### src/rtl/uart_rx.sv
// rtl/uart_rx.sv - 8N1 UART receiver with a one-byte valid/ready holding register
//
// Recovers bytes from an idle-high serial line (1 start, 8 data LSB first,
// 1 stop) and presents them one at a time to a consumer.
//
// Ports:
//   clk        system clock, rising edge
//   rst        asynchronous active-high reset
//   rx_in      raw serial line, asynchronous to clk, idle high
//   rx_data    received byte, meaningful while rx_valid=1
//   rx_valid   holding register full
//   rx_ready   consumer takes the byte on a rising edge with rx_valid=1
//   busy       receiver is somewhere inside a frame (FSM not idle)
//   frame_err  one-cycle pulse when the stop bit is sampled low
//   overrun    one-cycle pulse when a good byte is dropped (register full)

module uart_rx #(
  parameter int CLKS_PER_BIT = 868
) (
  input  logic       clk,
  input  logic       rst,
  input  logic       rx_in,
  output logic [7:0] rx_data,
  output logic       rx_valid,
  input  logic       rx_ready,
  output logic       busy,
  output logic       frame_err,
  output logic       overrun
);

  localparam int CNT_W = $clog2(CLKS_PER_BIT);
  localparam logic [CNT_W-1:0] CNT_LAST = CNT_W'(CLKS_PER_BIT - 1);
  localparam logic [CNT_W-1:0] CNT_MID  = CNT_W'((CLKS_PER_BIT - 1) / 2);
  localparam logic [CNT_W-1:0] CNT_ONE  = CNT_W'(1);

  typedef enum logic [2:0] {
    ST_IDLE,
    ST_START,
    ST_DATA,
    ST_STOP,
    ST_WAIT_IDLE
  } state_t;

  state_t           state_q, state_d;
  logic [CNT_W-1:0] cnt_q, cnt_d;
  logic [2:0]       bit_idx_q, bit_idx_d;
  logic [7:0]       shift_q, shift_d;
  logic             byte_done;
  logic             stop_err;

  logic             rx_meta;
  logic             rx_s;
  logic             rx_s_prev;
  logic             rx_fall;

  // Two-flop synchronizer plus one history flop for edge detection. All
  // reset to the idle level so reset release never looks like a start bit.
  always_ff @(posedge clk or posedge rst) begin
    if (rst) begin
      rx_meta   <= 1'b1;
      rx_s      <= 1'b1;
      rx_s_prev <= 1'b1;
    end else begin
      rx_meta   <= rx_in;
      rx_s      <= rx_meta;
      rx_s_prev <= rx_s;
    end
  end

  assign rx_fall = rx_s_prev & ~rx_s;

  always_ff @(posedge clk or posedge rst) begin
    if (rst) begin
      state_q   <= ST_IDLE;
      cnt_q     <= '0;
      bit_idx_q <= '0;
      shift_q   <= '0;
    end else begin
      state_q   <= state_d;
      cnt_q     <= cnt_d;
      bit_idx_q <= bit_idx_d;
      shift_q   <= shift_d;
    end
  end

  always_comb begin
    state_d   = state_q;
    cnt_d     = cnt_q;
    bit_idx_d = bit_idx_q;
    shift_d   = shift_q;
    byte_done = 1'b0;
    stop_err  = 1'b0;

    unique case (state_q)
      ST_IDLE: begin
        cnt_d = '0;
        if (rx_fall) begin
          state_d = ST_START;
        end
      end

      // Check the start bit half a bit in; a high line here means a glitch.
      // Clearing the counter at this point moves all later samples to mid-bit.
      ST_START: begin
        if (cnt_q == CNT_MID) begin
          cnt_d = '0;
          if (rx_s) begin
            state_d = ST_IDLE;
          end else begin
            state_d   = ST_DATA;
            bit_idx_d = '0;
          end
        end else begin
          cnt_d = cnt_q + CNT_ONE;
        end
      end

      ST_DATA: begin
        if (cnt_q == CNT_LAST) begin
          cnt_d            = '0;
          shift_d[bit_idx_q] = rx_s;
          if (bit_idx_q == 3'd7) begin
            state_d = ST_STOP;
          end else begin
            bit_idx_d = bit_idx_q + 3'd1;
          end
        end else begin
          cnt_d = cnt_q + CNT_ONE;
        end
      end

      // Returning to idle at the stop-bit midpoint leaves half a bit of
      // margin to catch a back-to-back start edge.
      ST_STOP: begin
        if (cnt_q == CNT_LAST) begin
          cnt_d = '0;
          if (rx_s) begin
            byte_done = 1'b1;
            state_d   = ST_IDLE;
          end else begin
            stop_err = 1'b1;
            state_d  = ST_WAIT_IDLE;
          end
        end else begin
          cnt_d = cnt_q + CNT_ONE;
        end
      end

      // A held-low line (break) must not retrigger; wait for the idle level.
      ST_WAIT_IDLE: begin
        cnt_d = '0;
        if (rx_s) begin
          state_d = ST_IDLE;
        end
      end

      default: begin
        state_d = ST_IDLE;
        cnt_d   = '0;
      end
    endcase
  end

  assign busy = (state_q != ST_IDLE);

  // Holding register. A full register being drained on the same edge can
  // accept the new byte; otherwise the new byte is dropped and flagged.
  always_ff @(posedge clk or posedge rst) begin
    if (rst) begin
      rx_data   <= '0;
      rx_valid  <= 1'b0;
      frame_err <= 1'b0;
      overrun   <= 1'b0;
    end else begin
      frame_err <= stop_err;
      overrun   <= 1'b0;
      if (byte_done) begin
        if (!rx_valid || rx_ready) begin
          rx_data  <= shift_q;
          rx_valid <= 1'b1;
        end else begin
          overrun <= 1'b1;
        end
      end else if (rx_valid && rx_ready) begin
        rx_valid <= 1'b0;
      end
    end
  end

endmodule

### config.mk
export PLATFORM = sky130hd
export DESIGN_NAME = uart_rx
export DESIGN_NICKNAME = d
export VERILOG_FILES = /design/src/rtl/uart_rx.sv
export SDC_FILE = /design/constraint.sdc
export NUM_CORES = 1
export LEC_CHECK = 0
export CAP_MARGIN = 20
export CELL_PAD_IN_SITES_DETAIL_PLACEMENT = 2
export CELL_PAD_IN_SITES_GLOBAL_PLACEMENT = 2
export CORE_UTILIZATION = 39
export DETAILED_ROUTE_END_ITERATION = 6
export PLACE_DENSITY = 0.9
export SYNTH_ARGS = -nofsm -noshare
export SYNTH_HDL_FRONTEND = slang
export SYNTH_SLANG_ARGS = --single-unit
### constraint.sdc
create_clock -name clk -period 2.6 [get_ports clk]
set_input_delay 0.78 -clock clk [delete_from_list [all_inputs] [get_ports clk]]
set_output_delay 0.78 -clock clk [all_outputs]
set_load 0.05 [all_outputs]
# Word level (Yosys, flattened, before mapping)
# Cells that the tools add are included.
# word_totals
elab_cells	78
mem_bits_rw	0
out_inout_bits	12
mem_bits_ro	0
input_bits	4
ff_bits	38
mem_count	0
latch_bits	0
# classes
shift	0
n_eq_ne	16
div_mod_pow	0
muxes	31
n_reduce_logical	14
add_sub_neg	2
n_mul	0
n_lt_le_gt_ge	2
bitwise_logic	2
# op_table
op	count
$mux 3	11
$mux 10	2
$pmux 10 s2	1
$ne 2x2->1 const B	8
$pmux 3 s5	1
$mux 1	12
$add 10x1->10 const B	1
$eq 10x10->1 const B	1
$eq 10x9->1 const B	1
$bwmux 8	1
$eq 3x2->1 const B	2
$eq 3x3->1 const B	2
$pmux 3 s2	1
$reduce_and 2->1	3
$reduce_and 6->1	1
$reduce_and 5->1	1
$lt 3x4->1 const B	1
$reduce_bool 2->1	2
$add 3x1->3 const B	1
$demux 1 s3	1
$eq 3x1->1 const B	1
$ge 3x1->1 const B	1
$logic_not 3->1	1
$reduce_bool 3->1	1
other kinds (8)	9

# Longest topological paths before layout
# logic_depth
depth_word	5
mapped_depth	6
depth_no_buf	6

# Worst setup path before layout
# Ideal clock, no wire load.
# synth_timing
kind	reg-to-output
startpoint	register state_q[0]
endpoint	output port busy
path_stages_with_launch	4
n_path_buf	2
slack_ps	543
required_ps	1820
arrival_ps	1277
path_cell_list	dfrtp_1 -> buf_6 -> clkbuf_1 -> or3_1
# synth_via
elab_chain_len	1
# synth_lines
item	line	text
start, declared	44	state_t state_q, state_d;
start signal, assigned	79	state_q <= state_d;
$reduce_bool 3->1	164	assign busy = (state_q != ST_IDLE);
end, declared	26	output logic busy,
# No other way between the ends.

# Final worst setup path
# layout_timing
startpoint	register rx_data[7]
endpoint	output port rx_data[7]
# layout_rtl
item	line	text
start, declared	23	output logic [7:0] rx_data,
start signal, assigned	179	rx_data <= shift_q;
# No word-level cell between the ends.

==> flow_summary.toml <==
[worst_setup_path]
startpoint_type = "flip-flop"
path_class = "reg -> out"
cp-end-kind = "output pin"
cp_max_fo = 2
crit_family = "buffers and inverters"
ff2ff_setup_slack_ns = 0.41
cp.required_ns = 1.82
worstPathBufferInverterCount = 1
path_cells = "clkdlybuf4s50_1"
crit_slowest_cell = "clkdlybuf4s50_1"
cpPeakStageDelay_ns = 0.81
worstPathArrival_ns = 1.47

[clock_tree]
cts-root-buf = "clkbuf_8"
clk_latency_ns = 0.30
cts.sinks = 38
numCtsBuffers = 5
clk_pin_slew_ns = 0.08
post_cts_resized = 0
cts_tree = "done"
ctsHtreeMaxLevel = 2
postCtsSetupBuffers = 0
hold_buffers = 0
ctsLongestPathBuffers = 2

[timing]
max_freq_ghz = 0.444
rsz0062_at_grt = "false"
hold_violations = 0
worst_pin_slew_ns = 0.508
slew_viol_final = 0
post-route-min-period_ns = 2.25
slew-limit-headroom = 0.660
clock-skew-final_ns = 0.00850
tns_ns = 0
period_share = 0.866
setup-violations-final = 0

[placed_design]
gp_congestion = 0.809
io_buffers = 15
dpl.hpwl_mm = 3.01

[power]
p_total_mw = 1.33
vdd_drop_max_uv = 315
power.leakage_nw = 0.976
powerDensity_nw_per_um2 = 620

[cells_and_area]
nets = 181
fillerInstances = 463
syn_to_final_growth_pct = 14.6
antenna_cells = 0
drive_gt1_frac = 0.247

[detailed_routing]
via_per_inst = 5.51
drtIter0Drc = 37
postRouteAntennaNets = 0
vias = 1245
drt-pass1-iter-count = 6
routed_wl_mm = 4.22
wl_per_cell_um = 18.7
drc = 1

[floorplanning]
core_area_um2 = 4470
dieArea_um2 = 5080
ios = 16
fp-row-count = 24
die_h_um = 71.3
die_width_um = 71.3
initial_core_util = 0.419

[synthesis]
seq_area_frac_synth = 0.510
synth-edff-count = 0
synth_cell_type_count = 43
async_flop_share = 1.00
netlist_area_um2 = 1870
ys_seq_elements = 38
ys.flop_type = "dfrtp_1"
yosys_warnings = 0
syn_nets = 164
synth.avg_cell_area_um2 = 12.0
postSynthCellCount = 156

[min_path]
hp-class = "reg -> reg"

[flow_run]
cap_violations = 0

[run_status]
status = "complete, but fails checks"
violations = "DRC"

[global_route]
track_usage = 0.192
grt_pass1_vias = 1417
antenna_found_initial = 0
grt_max_degree = 39
grt_first_pass_wirelength_mm = 7.27
grt-ovfl-total = 0
[cell usage after synthesis (2+ instances only)]
cell type / count / area share
nor3_1: 4 / 0.011
dfstp_2: 3 / 0.042
buf_6: 2 / 0.012
a21oi_1: 3 / 0.0080
nand2_1: 6 / 0.012
mux2_2: 8 / 0.048
a22o_2: 2 / 0.011
or2b_2: 2 / 0.0094
nand4_1: 3 / 0.010
ha_1: 4 / 0.027
nor4_1: 5 / 0.017
inv_1: 3 / 0.0060
and3_1: 2 / 0.0067
nand2b_1: 3 / 0.010
nor4b_1: 5 / 0.023
nor2_1: 16 / 0.032
mux2_4: 9 / 0.072
dfrtp_1: 35 / 0.47
xnor2_1: 4 / 0.019
xor2_1: 4 / 0.019
clkbuf_1: 3 / 0.0060
nand3_1: 8 / 0.021
or3_1: 2 / 0.0067
[cell type report]
| type | instances | area [um^2] | area share |
|---|---|---|---|
| clock inverter | 1 | 5.00 | 0.00233 |
| sequential | 38 | 955 | 0.445 |
| multi-input combinational | 107 | 853 | 0.398 |
| inverter | 3 | 11.3 | 0.00525 |
| timing repair buffer | 18 | 170 | 0.0793 |
| clock buffer | 7 | 86.3 | 0.0402 |
| tap | 52 | 65.1 | 0.0303 |
[power by group]
group | leakage [nW] | internal, mW | switching, mW | total (mW)
logic | 0.425 | 0.0788 | 0.0918 | 0.171
registers | 0.502 | 0.649 | 0.0917 | 0.740
clock network | 0.0482 | 0.214 | 0.205 | 0.419
total | 0.976 | 0.941 | 0.388 | 1.33
[layer usage]
metal  global-route usage  wire length (um)  vias up  part of all wire
met5                    0                 0        -                 0
li1                     -                 -      587                 -
met3               0.0464               109        8             0.026
met4               0.0822                98        0             0.023
met1                0.212              1760      634              0.42
met2                0.351              2250       16              0.53
[registers in the layout, indices dropped and copies added, names as in the netlist]
signal / count
bit_idx_q: 3
cnt_q: 10
frame_err: 1
overrun: 1
rx_data: 8
rx_meta: 1
rx_s: 1
rx_s_prev: 1
rx_valid: 1
shift_q: 8
state_q: 3
[final timing paths]
kind | start | endpoint | cells past startpoint
min reg2reg | rx_meta | rx_s | 0
min in group asynchronous | rst | rx_data[2] | 3
max reg2reg | cnt_q[0] | rx_data[4] | 5
max in group asynchronous | rst | rx_meta | 3
max | rx_data[7] | rx_data[7] | 1
min | rx_meta | rx_s | 0
[layout by cell type, fill, tap and decap left out, types with 2 or more instances in the layout]
cell / count
ha_1: 4
nand2_1: 6
nor4b_1: 5
nand2b_1: 3
clkdlybuf4s50_1: 14
nor2_1: 16
nor3_1: 4
dfrtp_1: 35
nor4_1: 5
or2b_2: 2
nand3_1: 8
or3_1: 2
mux2_2: 8
mux2_4: 9
xnor2_1: 4
and3_1: 2
a22o_2: 2
inv_1: 3
clkbuf_8: 6
dfstp_2: 3
a21oi_1: 3
nand4_1: 3
buf_4: 4
xor2_1: 4
[per-stage QoR]
stage                     instances  instance area, um^2  hold slack, ns   util  worst slack, ns
after floorplan                 156                 1870           0.345      -            0.543
after detailed placement        218                 2050           0.349  0.459            0.200
final                           226                 2150           0.358  0.480            0.349
after global routing            226                 2150           0.361  0.480            0.292
after global placement          218                 2050           0.347  0.459            0.296
after CTS                       226                 2150           0.359  0.480            0.323
[logic make-up (layout without fill, tap and decap cells)]
kind of cell             after synthesis  count (layout)  synth area share
AND/OR/NAND/NOR                       67              67             0.219
AO/OA/AOI/OAI                         11              11            0.0521
adder cells (fa/ha/maj)                4               4            0.0267
buffers and inverters                 11              29            0.0347
multiplexers                          17              17             0.120
XOR/XNOR                               8               8            0.0374
flip-flops                            38              38             0.510
Power figures use the tool's default switching activity.
